File: config.mk
export PLATFORM = sky130hd
export DESIGN_NAME = lc3_regwrite_tracer
export DESIGN_NICKNAME = d
export VERILOG_FILES = /design/src/rtl/lc3_regwrite_tracer_pkg.sv /design/src/rtl/lc3_regwrite_tracer_fifo.sv /design/src/rtl/lc3_regwrite_tracer.sv
export SDC_FILE = /design/constraint.sdc
export NUM_CORES = 1
export LEC_CHECK = 0
export CAP_MARGIN = 20
export CORE_ASPECT_RATIO = 0.9
export CORE_UTILIZATION = 60
export DETAILED_ROUTE_END_ITERATION = 7
export DONT_BUFFER_PORTS = 1
export PLACE_DENSITY = 0.79
export RECOVER_POWER = 25
export SETUP_SLACK_MARGIN = 0.02
export SYNTH_ARGS = -nofsm -noshare
export SYNTH_HDL_FRONTEND = slang
export SYNTH_SLANG_ARGS = --single-unit
File: constraint.sdc
create_clock -name clk -period 5 [get_ports clk]
set_clock_uncertainty 0.2 [all_clocks]
set_input_delay 1 -clock clk [delete_from_list [all_inputs] [get_ports clk]]
set_output_delay 1 -clock clk [all_outputs]
set_load 0.05 [all_outputs]
File: src/rtl/lc3_regwrite_tracer_pkg.sv
`default_nettype none
// ============================================================================
//  Module   : lc3_regwrite_tracer_pkg
//  Brief    : Shared types, default widths and entry-layout helpers for the
//             LC-3 register-write trace buffer.
//  Revision : 1.0  initial release
// ============================================================================
package lc3_regwrite_tracer_pkg;

    // Default field widths for a standard 16-bit, 8-register LC-3
    localparam int c_def_data_w = 16;
    localparam int c_def_reg_aw = 3;
    localparam int c_def_ts_w   = 16;

    // FIFO operation for a cycle, encoded as {pop, push}
    typedef enum logic [1:0] {
        FIFO_IDLE = 2'b00,
        FIFO_PUSH = 2'b01,
        FIFO_POP  = 2'b10,
        FIFO_BOTH = 2'b11
    } fifo_op_e;

    // Packed entry width: {ts, ir, reg, old, new}
    function automatic int entry_width(input int ts_w, input int data_w, input int reg_aw);
        return ts_w + (3 * data_w) + reg_aw;
    endfunction

endpackage : lc3_regwrite_tracer_pkg
`default_nettype wire

File: src/rtl/lc3_regwrite_tracer_fifo.sv
`default_nettype none
// ============================================================================
//  Module   : lc3_regwrite_tracer_fifo
//  Brief    : First-word-fall-through synchronous FIFO. A push while full is
//             accepted only when a pop happens in the same cycle. The head
//             reads as zero while the FIFO is empty.
//  Revision : 1.0  initial release
// ============================================================================
module lc3_regwrite_tracer_fifo
    import lc3_regwrite_tracer_pkg::*;
#(
    parameter int WIDTH = 8,
    parameter int DEPTH = 16
) (
    input  logic                     clk,
    input  logic                     reset,
    input  logic                     push,
    input  logic                     pop,
    input  logic [WIDTH-1:0]         din,
    output logic [WIDTH-1:0]         dout,
    output logic [$clog2(DEPTH):0]   count,
    output logic                     full,
    output logic                     empty
);

    localparam int c_aw = $clog2(DEPTH);

    logic [WIDTH-1:0] r_mem [DEPTH];
    logic [c_aw-1:0]  r_wr_ptr;
    logic [c_aw-1:0]  r_rd_ptr;
    logic [c_aw:0]    r_count;

    logic             w_do_push;
    logic             w_do_pop;
    fifo_op_e         w_op;

    assign full      = (r_count == (c_aw + 1)'(DEPTH));
    assign empty     = (r_count == '0);
    assign w_do_pop  = pop & ~empty;
    assign w_do_push = push & (~full | w_do_pop);
    assign w_op      = fifo_op_e'({w_do_pop, w_do_push});
    assign count     = r_count;
    assign dout      = empty ? '0 : r_mem[r_rd_ptr];

    // Pointer and occupancy bookkeeping; pointers wrap naturally at DEPTH
    always_ff @(posedge clk or negedge reset) begin
        if (!reset) begin
            r_wr_ptr <= '0;
            r_rd_ptr <= '0;
            r_count  <= '0;
        end else begin
            case (w_op)
                FIFO_PUSH: begin
                    r_wr_ptr <= r_wr_ptr + 1'b1;
                    r_count  <= r_count + 1'b1;
                end
                FIFO_POP: begin
                    r_rd_ptr <= r_rd_ptr + 1'b1;
                    r_count  <= r_count - 1'b1;
                end
                FIFO_BOTH: begin
                    r_wr_ptr <= r_wr_ptr + 1'b1;
                    r_rd_ptr <= r_rd_ptr + 1'b1;
                end
                default: begin
                end
            endcase
        end
    end

    // Storage array; contents are don't-care until written since dout is gated by empty
    always_ff @(posedge clk) begin
        if (w_do_push) begin
            r_mem[r_wr_ptr] <= din;
        end
    end

endmodule : lc3_regwrite_tracer_fifo
`default_nettype wire

File: src/rtl/lc3_regwrite_tracer.sv
`default_nettype none
// ============================================================================
//  Module   : lc3_regwrite_tracer
//  Brief    : Register-write trace buffer for the LC-3 datapath. Snoops the
//             regfile write port, keeps a shadow copy of every register and
//             logs qualifying writes as {timestamp, IR, reg, old, new}.
//  Revision : 1.0  initial release
// ============================================================================
module lc3_regwrite_tracer
    import lc3_regwrite_tracer_pkg::*;
#(
    parameter int DATA_W   = c_def_data_w,
    parameter int NUM_REGS = 8,
    parameter int REG_AW   = c_def_reg_aw,
    parameter int DEPTH    = 16,
    parameter int TS_W     = c_def_ts_w,
    parameter int DROP_W   = 8
) (
    input  logic                    clk,
    input  logic                    reset,
    input  logic                    en,
    input  logic                    change_only,
    input  logic [NUM_REGS-1:0]     watch_mask,
    input  logic                    rf_we,
    input  logic [REG_AW-1:0]       rf_waddr,
    input  logic [DATA_W-1:0]       rf_wdata,
    input  logic [DATA_W-1:0]       ir,
    output logic                    out_valid,
    input  logic                    out_ready,
    output logic [TS_W-1:0]         out_ts,
    output logic [DATA_W-1:0]       out_ir,
    output logic [REG_AW-1:0]       out_reg,
    output logic [DATA_W-1:0]       out_old,
    output logic [DATA_W-1:0]       out_new,
    output logic [$clog2(DEPTH):0]  count,
    output logic [DROP_W-1:0]       dropped,
    input  logic                    clr_drop
);

    localparam int c_entry_w = entry_width(TS_W, DATA_W, REG_AW);
    localparam int c_new_lsb = 0;
    localparam int c_old_lsb = c_new_lsb + DATA_W;
    localparam int c_reg_lsb = c_old_lsb + DATA_W;
    localparam int c_ir_lsb  = c_reg_lsb + REG_AW;
    localparam int c_ts_lsb  = c_ir_lsb + DATA_W;

    logic [DATA_W-1:0]    r_shadow [NUM_REGS];
    logic [TS_W-1:0]      r_ts;
    logic [DROP_W-1:0]    r_dropped;

    logic [DATA_W-1:0]    w_old;
    logic                 w_capture;
    logic                 w_pop;
    logic                 w_drop;
    logic                 w_full;
    logic                 w_empty;
    logic [c_entry_w-1:0] w_entry;
    logic [c_entry_w-1:0] w_head;

    // Capture qualifier uses the pre-update shadow so change_only sees the old value
    assign w_old     = r_shadow[rf_waddr];
    assign w_capture = en & rf_we & watch_mask[rf_waddr]
                     & (~change_only | (rf_wdata != w_old));
    assign w_pop     = ~w_empty & out_ready;
    assign w_drop    = w_capture & w_full & ~w_pop;
    assign w_entry   = {r_ts, ir, rf_waddr, w_old, rf_wdata};

    lc3_regwrite_tracer_fifo #(
        .WIDTH (c_entry_w),
        .DEPTH (DEPTH)
    ) u_fifo (
        .clk   (clk),
        .reset (reset),
        .push  (w_capture),
        .pop   (w_pop),
        .din   (w_entry),
        .dout  (w_head),
        .count (count),
        .full  (w_full),
        .empty (w_empty)
    );

    assign out_valid = ~w_empty;
    assign out_ts    = w_head[c_ts_lsb  +: TS_W];
    assign out_ir    = w_head[c_ir_lsb  +: DATA_W];
    assign out_reg   = w_head[c_reg_lsb +: REG_AW];
    assign out_old   = w_head[c_old_lsb +: DATA_W];
    assign out_new   = w_head[c_new_lsb +: DATA_W];
    assign dropped   = r_dropped;

    // Shadow register file follows every write, independent of capture settings
    always_ff @(posedge clk or negedge reset) begin
        if (!reset) begin
            for (int i = 0; i < NUM_REGS; i++) begin
                r_shadow[i] <= '0;
            end
        end else if (rf_we) begin
            r_shadow[rf_waddr] <= rf_wdata;
        end
    end

    // Free-running timestamp, wraps at 2^TS_W
    always_ff @(posedge clk or negedge reset) begin
        if (!reset) begin
            r_ts <= '0;
        end else begin
            r_ts <= r_ts + 1'b1;
        end
    end

    // Saturating drop counter; a drop in the clearing cycle still counts as one
    always_ff @(posedge clk or negedge reset) begin
        if (!reset) begin
            r_dropped <= '0;
        end else if (clr_drop) begin
            r_dropped <= w_drop ? DROP_W'(1) : '0;
        end else if (w_drop && (r_dropped != '1)) begin
            r_dropped <= r_dropped + 1'b1;
        end
    end

endmodule : lc3_regwrite_tracer
`default_nettype wire

* Yosys cells after proc, flatten, opt, wreduce, memory -nomap -nowiden *
Memory sizes are Yosys's and may differ from the RTL's.
Cells that the tools add are included.

operators by class
  $add $sub $neg = 6
  reduce and logical (&&, ||, !) cells = 7
  $lt $le $gt $ge = 3
  bitwise gates (word level) = 15
  mux-type cells = 15
  eq/ne operators = 6

operator list
  operator               number
  $bwmux 128             1
  $mux 67                1
  $bmux 16 s3            1
  $demux 16 s3           1
  $mux 16                3
  $add 16x1->16 const B  1
  $mux 8                 2
  $ne 16x16->1           1
  $pmux 5 s2             1
  $add 4x1->4 const B    2
  $add 8x1->8 const B    1
  $and 1x1->1            8
  $ne 8x8->1 const B     1
  $add 5x1->5 const B    1
  $eq 5x5->1 const B     1
  $logic_not 5->1        1
  $sub 5x1->5 const B    1
  $eq 2x2->1 const B     2
  $ge 4x4->1 const B     1
  $lt 3x4->1 const B     1
  $lt 4x1->1 const B     1
  $mux 1                 4
  $not 1->1              4
  $not 3->4              1
  6 further kinds        10

storage, ports and cells
  output and inout bits = 81
  RAM bits = 1072
  register bits after elaboration = 165
  memories = 1
  word-level logic and storage cells = 66

memory list
  memory        depth  width  read ports  clocked after memory_dff  wr ports  RTL line                        RTL
  u_fifo.r_mem  16     67     1           0                         1         lc3_regwrite_tracer_fifo.sv:28  logic [WIDTH-1:0] r_mem [DEPTH];

* Depth between registers and ports, before layout *
  depth in word-level cells = 12
  depth in mapped cells = 23
  gate-level depth less buffers = 17

* By module *
Synthesis repeated with hierarchy kept, for this count alone.

unflattened totals
  cells, all modules = 2320
  area total of the unflattened synthesis = 49089.6 µm²

by module, submodules not included
  module                    seq. area each (µm²)  times used  area an instance (µm²)  cells each
  lc3_regwrite_tracer_fifo  32516.2               1           41776.3                 1796
  lc3_regwrite_tracer       3803.6                1           7313.3                  524

* Worst setup path after synthesis *
Ideal clock, no wire load.

  path kind = in2reg
  from = input port rf_waddr[2]
  to = memory u_fifo.r_mem[15][0] (netlist bit), enable pin
  data arrival time = 5.193 ns
  data required time = 4.367 ns
  setup time = 0.433 ns
  slack = -0.826 ns
  cell stages on the path = 13
  cells stage by stage = buf_6 buf_6 buf_8 nor2_1 a22oi_1 o21ai_0 xor2_1 nor3_1 nand4_1 and3_1 clkbuf_1 clkbuf_1 and3_1

between the ends
  word-level cells in the longest chain between the ends = 10

ends and longest elaborated chain
  element                                      RTL line                        RTL
  start, declared                              lc3_regwrite_tracer.sv:25       input logic [REG_AW-1:0] rf_waddr,
  $not 3->4 (implied by the code)              lc3_regwrite_tracer.sv:61       assign w_old = r_shadow[rf_waddr];
  $bmux 16 s3                                  lc3_regwrite_tracer.sv:61
  $mux 16 (implied by the code) (2 in series)  lc3_regwrite_tracer.sv:61
  net u_fifo.din[23]                           lc3_regwrite_tracer_fifo.sv:19  input logic [WIDTH-1:0] din,
  $ne 16x16->1                                 lc3_regwrite_tracer.sv:63       & (~change_only | (rf_wdata != w_old));
  $or 1x1->1                                   lc3_regwrite_tracer.sv:63
  $and 1x1->1                                  lc3_regwrite_tracer.sv:63
  $and 1x1->1                                  lc3_regwrite_tracer_fifo.sv:40  assign w_do_push = push & (~full | w_do_pop);
  $mux 1                                       lc3_regwrite_tracer_fifo.sv:73  if (w_do_push) begin
  $mux 1 (implied by the code)                 lc3_regwrite_tracer_fifo.sv:74  r_mem[r_wr_ptr] <= din;
  end, declared                                lc3_regwrite_tracer_fifo.sv:28

The timed path passes the listed nets, and every way through them passes these cells. The select of a mux whose other input is x is not followed.

* Worst setup path after layout *
  from = register u_fifo.r_count[1], in the netlist u_fifo.count[1]
  to = output port out_ts[5]

between the ends
  word-level cells in the longest chain between the ends = 2

ends and longest elaborated chain
  element                 RTL line                        RTL
  start, declared         lc3_regwrite_tracer_fifo.sv:31  logic [c_aw:0] r_count;
  start signal, assigned  lc3_regwrite_tracer_fifo.sv:55  r_count <= r_count + 1'b1;
  start signal, assigned  lc3_regwrite_tracer_fifo.sv:59  r_count <= r_count - 1'b1;
  $logic_not 5->1         lc3_regwrite_tracer_fifo.sv:38  assign empty = (r_count == '0);
  $mux 67                 lc3_regwrite_tracer_fifo.sv:43  assign dout = empty ? '0 : r_mem[r_rd_ptr];
  end, declared           lc3_regwrite_tracer.sv:30       output logic [TS_W-1:0] out_ts,

No other way between the ends.

==> flow_summary.html <==
<table>
<tr><th>Metric</th><th>Value</th></tr>
<tr><th colspan="2">Outcome</th></tr>
<tr><td>Run status</td><td>finished with violations</td></tr>
<tr><td>Violated checks</td><td>max-capacitance violations, max-slew violations</td></tr>
<tr><th colspan="2">Yosys</th></tr>
<tr><td>Post-synth top area share</td><td>66.05%</td></tr>
<tr><td>Proportion of synthesized chip area in sequential cells</td><td>74.53%</td></tr>
<tr><td>Async SR Flop Fraction</td><td>13.34%</td></tr>
<tr><td>Mean instance size in the synthesized netlist</td><td>21.99 um2</td></tr>
<tr><td>Leading area contributor after synthesis</td><td>sky130_fd_sc_hd__edfxtp_1</td></tr>
<tr><td>Cell area after synthesis</td><td>48730 um2</td></tr>
<tr><td>Flop and latch count out of synthesis</td><td>1237</td></tr>
<tr><td>Number of nets in the synthesized netlist</td><td>2280</td></tr>
<tr><td>Yosys cell types</td><td>57</td></tr>
<tr><td>Area contributors post-synth</td><td>sky130_fd_sc_hd__edfxtp_1 (66%), sky130_fd_sc_hd__mux4_2 (16%), sky130_fd_sc_hd__dfrtp_1 (8.5%)</td></tr>
<tr><td>Top-count cell post-synth</td><td>sky130_fd_sc_hd__edfxtp_1</td></tr>
<tr><td>Post-synth top flop</td><td>sky130_fd_sc_hd__edfxtp_1</td></tr>
<tr><td>EDFF count, synth</td><td>1072</td></tr>
<tr><td>Most frequent cells after synthesis</td><td>sky130_fd_sc_hd__edfxtp_1 (1072), sky130_fd_sc_hd__mux4_2 (345), sky130_fd_sc_hd__dfrtp_1 (165)</td></tr>
<tr><td>Gate count after technology mapping</td><td>2216</td></tr>
<tr><td>Yosys warning count</td><td>0</td></tr>
<tr><th colspan="2">Timing</th></tr>
<tr><td>Maximum frequency from static timing analysis</td><td>0.2121 GHz</td></tr>
<tr><td>Minimum clock period after layout</td><td>4.715 ns</td></tr>
<tr><td>Max Slew Vio Count</td><td>166</td></tr>
<tr><td>Final Setup Violations</td><td>0</td></tr>
<tr><td>Worst Max-Slew Pin Slew</td><td>2.373 ns</td></tr>
<tr><td>Worst max-slew margin expressed relative to the limit</td><td>-58.23%</td></tr>
<tr><td>Total negative slack</td><td>0 ns</td></tr>
<tr><td>RSZ-0062 raised after global routing</td><td>no</td></tr>
<tr><td>Count of endpoints failing hold in the final timing report</td><td>0</td></tr>
<tr><td>Fin crit share</td><td>94.29%</td></tr>
<tr><th colspan="2">Critical path</th></tr>
<tr><td>Data required time at the worst endpoint</td><td>3.80 ns</td></tr>
<tr><td>Critical Path Source Type</td><td>flip-flop</td></tr>
<tr><td>List of cells traversed by the critical path</td><td>nor4_1 &gt; nand2b_4 &gt; buf_4 &gt; and2_1</td></tr>
<tr><td>Slowest cell delay on critical path</td><td>0.73 ns</td></tr>
<tr><td>Number of buffers and inverters on the critical path</td><td>1</td></tr>
<tr><td>Crit path max fanout</td><td>41</td></tr>
<tr><td>Crit Path Class</td><td>flip-flop to output pin</td></tr>
<tr><td>Type of element capturing the critical path</td><td>output pin</td></tr>
<tr><td>Family with the most delay on the worst path</td><td>simple AND/OR/NAND/NOR gates</td></tr>
<tr><td>Data arrival time at the worst-slack endpoint</td><td>3.51 ns</td></tr>
<tr><td>Slowest stage cell, crit path</td><td>sky130_fd_sc_hd__nor4_1</td></tr>
<tr><th colspan="2">Floorplan</th></tr>
<tr><td>Die height</td><td>272.4 um</td></tr>
<tr><td>Cell row count</td><td>98</td></tr>
<tr><td>Core Box Area</td><td>79950 um2</td></tr>
<tr><td>Starting density of the core</td><td>60.96%</td></tr>
<tr><td>Die X-Extent</td><td>302.4 um</td></tr>
<tr><td>Num ports</td><td>131</td></tr>
<tr><td>Die area</td><td>82370 um2</td></tr>
<tr><th colspan="2">Clock tree</th></tr>
<tr><td>Total setup buffers inserted after CTS</td><td>0</td></tr>
<tr><td>Master cell of the clock root buffer</td><td>sky130_fd_sc_hd__clkbuf_16</td></tr>
<tr><td>H-tree Lvls</td><td>3</td></tr>
<tr><td>Count of clock tree sinks</td><td>1237</td></tr>
<tr><td>Post-cts sizing count</td><td>0</td></tr>
<tr><td>Hold buffer count at CTS</td><td>1</td></tr>
<tr><td>Clock latency on the worst-skew pair</td><td>0.69 ns</td></tr>
<tr><td>Clock edge transition at the registers on the reported setup and hold paths</td><td>0.07 ns</td></tr>
<tr><td>Number of buffers inserted during clock tree synthesis</td><td>114</td></tr>
<tr><td>CTS tree</td><td>done</td></tr>
<tr><td>Buffer levels on the longest clock path</td><td>3</td></tr>
<tr><th colspan="2">Drt</th></tr>
<tr><td>First-pass DRT Iterations</td><td>5</td></tr>
<tr><td>Sum of routed wire length over all layers</td><td>118.8 mm</td></tr>
<tr><td>Routed WL per cell</td><td>34.51 um</td></tr>
<tr><td>Total via count after detailed routing</td><td>24.04k</td></tr>
<tr><td>Ratio of routed vias to standard cells</td><td>6.982</td></tr>
<tr><td>Antenna Nets Post-Route</td><td>0</td></tr>
<tr><td>Drc violations</td><td>0</td></tr>
<tr><td>Violation count after the first detailed-routing iteration</td><td>2850</td></tr>
<tr><th colspan="2">Run</th></tr>
<tr><td># Max-Cap Violations</td><td>1</td></tr>
<tr><th colspan="2">Finish</th></tr>
<tr><td>P&amp;R area growth vs syn</td><td>11.77%</td></tr>
<tr><td>Layout cell share with drive strength beyond 1</td><td>32.27%</td></tr>
<tr><td>Final net count</td><td>2360</td></tr>
<tr><td>Final Core Density</td><td>68.13%</td></tr>
<tr><th colspan="2">Pwr</th></tr>
<tr><td>Worst supply voltage drop on vdd</td><td>335.7 uV</td></tr>
<tr><td>Leakage power summed over all cells</td><td>17.96 nW</td></tr>
<tr><td>Pwr/cell area</td><td>543.4 nW/um2</td></tr>
<tr><th colspan="2">Global route</th></tr>
<tr><td>Via count of the first global-routing pass</td><td>24.84k</td></tr>
<tr><td>Global-route wire length before repair</td><td>173.0 mm</td></tr>
<tr><td>Largest net degree at the start of global routing</td><td>166</td></tr>
<tr><td>Antenna violations before repair</td><td>2</td></tr>
<tr><td>All-layer global routing usage</td><td>29.53%</td></tr>
<tr><td>Aggregate global routing overflow</td><td>0</td></tr>
<tr><th colspan="2">Place</th></tr>
<tr><td>HPWL reported at the end of detailed placement</td><td>60.71 mm</td></tr>
<tr><td>Global placer's final weighted congestion</td><td>0.8217</td></tr>
<tr><td>Count of buffers from port buffering</td><td>0</td></tr>
<tr><th colspan="2">Hold path</th></tr>
<tr><td>Type of the worst min-delay path</td><td>primary input to flip-flop</td></tr>
</table>
power by group:
| group | switching, mW | leakage (nW) | internal [mW] |
|---|---|---|---|
| registers | 0.623 | 11.7 | 11.8 |
| clock network | 3.83 | 1.79 | 4.68 |
| logic | 5.19 | 4.46 | 3.48 |
metrics by stage:
step / area, um2 / hold slack (ns) / cells / total power, mW / setup WS, ns
6_report: 54470 / 0.1877 / 3443 / 29.60 / 0.2853
5_1_grt: 54470 / 0.1505 / 3442 / 30.45 / 0.1808
4_1_cts: 54470 / 0.1556 / 3441 / 29.74 / 0.2546
3_5_place_dp: 50820 / 0.2927 / 3228 / 21.13 / 0.3998
3_3_place_gp: 50820 / 0.2854 / 3228 / 20.98 / 0.3703
2_1_floorplan: 48770 / 0.2719 / 2216 / 19.14 / 0.04536
routing by layer:
layer | part of all wire [%] | routed length, um | vias up | GRT usage, %
li1 | - | - | 9328 | -
met1 | 37 | 44100 | 12810 | 41.10
met2 | 50 | 59360 | 1627 | 47.91
met3 | 9.4 | 11180 | 274 | 5.376
met4 | 3.5 | 4178 | 0 | 9.931
met5 | 0 | 0 | - | 0
final timing paths:
path	start	endpoint	slack, ns	depth (start not counted)
max in group asynchronous	reset	u_fifo.r_rd_ptr[0]	1.94	1
setup reg to reg	u_fifo.count[1]	u_fifo.count[4]	0.79	12
hold reg to reg	r_shadow[40]	r_shadow[40]	0.31	1
setup / recovery	u_fifo.count[1]	out_ts[5]	0.29	4
min in group asynchronous	reset	r_shadow[124]	0.84	1
hold / removal	ir[9]	u_fifo.r_mem[0][44]	0.19	0
layout make-up:
class | count | area (um2)
Clock inverter | 70 | 563.0
Fill cell | 4555 | 25480
Sequential cell | 1237 | 36330
Timing Repair Buffer | 92 | 1207
Clock buffer | 142 | 3069
Antenna cell | 1 | 2.502
Inverter | 20 | 75.07
Multi-Input combinational cell | 831 | 11900
Tap cell | 1050 | 1314
registers in the layout, indices dropped and copies added (netlist names):
name             cells
dropped              8
r_shadow           128
r_ts                16
u_fifo.count         5
u_fifo.r_mem      1072
u_fifo.r_rd_ptr      4
u_fifo.r_wr_ptr      4
worst reg2reg max path, delay by kind of cell (launching register included):
family	cells	cell delay [ns]
xor+xnor	2	0.28
fa+ha+maj	2	0.54
buf+inv	2	0.30
simple gates	4	1.77
compound gates	2	0.36
flops	1	0.63
cell usage in the layout, fill, tap and decap left out, drive strengths merged, types with 3 or more instances in the layout:
| master | netlist | routed |
|---|---|---|
| or3 | 6 | 6 |
| xnor2 | 19 | 19 |
| clkinv | 1 | 57 |
| buf | 51 | 91 |
| and2 | 72 | 72 |
| a21o | 3 | 3 |
| nor2b | 6 | 6 |
| mux4 | 345 | 345 |
| ha | 13 | 13 |
| a211oi | 3 | 3 |
| dfrtp | 165 | 165 |
| clkinvlp | 0 | 4 |
| mux2i | 43 | 43 |
| nor3 | 4 | 4 |
| a22o | 6 | 6 |
| and3 | 29 | 29 |
| nand2b | 3 | 3 |
| inv | 19 | 23 |
| nand4 | 10 | 10 |
| edfxtp | 1072 | 1072 |
| o21ai | 11 | 11 |
| bufinv | 0 | 6 |
| a21oi | 10 | 10 |
| nand2 | 28 | 28 |
| nor2 | 16 | 16 |
| a221oi | 4 | 4 |
| nand3 | 14 | 14 |
| clkbuf | 77 | 143 |
| a22oi | 4 | 4 |
| xor2 | 20 | 20 |
| mux2 | 138 | 138 |
cells by family (layout without fill, tap and decap cells):
logic type	Yosys count	in the layout	synth area share, %
compound gates	55	55	0.8241
xor+xnor	39	39	0.7009
fa+ha+maj	14	14	0.3748
buf+inv	148	324	1.261
flops	1237	1237	74.53
mux	526	526	20.03
other cells	0	1	0
simple gates	197	197	2.282
No activity file was read; power rests on OpenSTA's default activity.
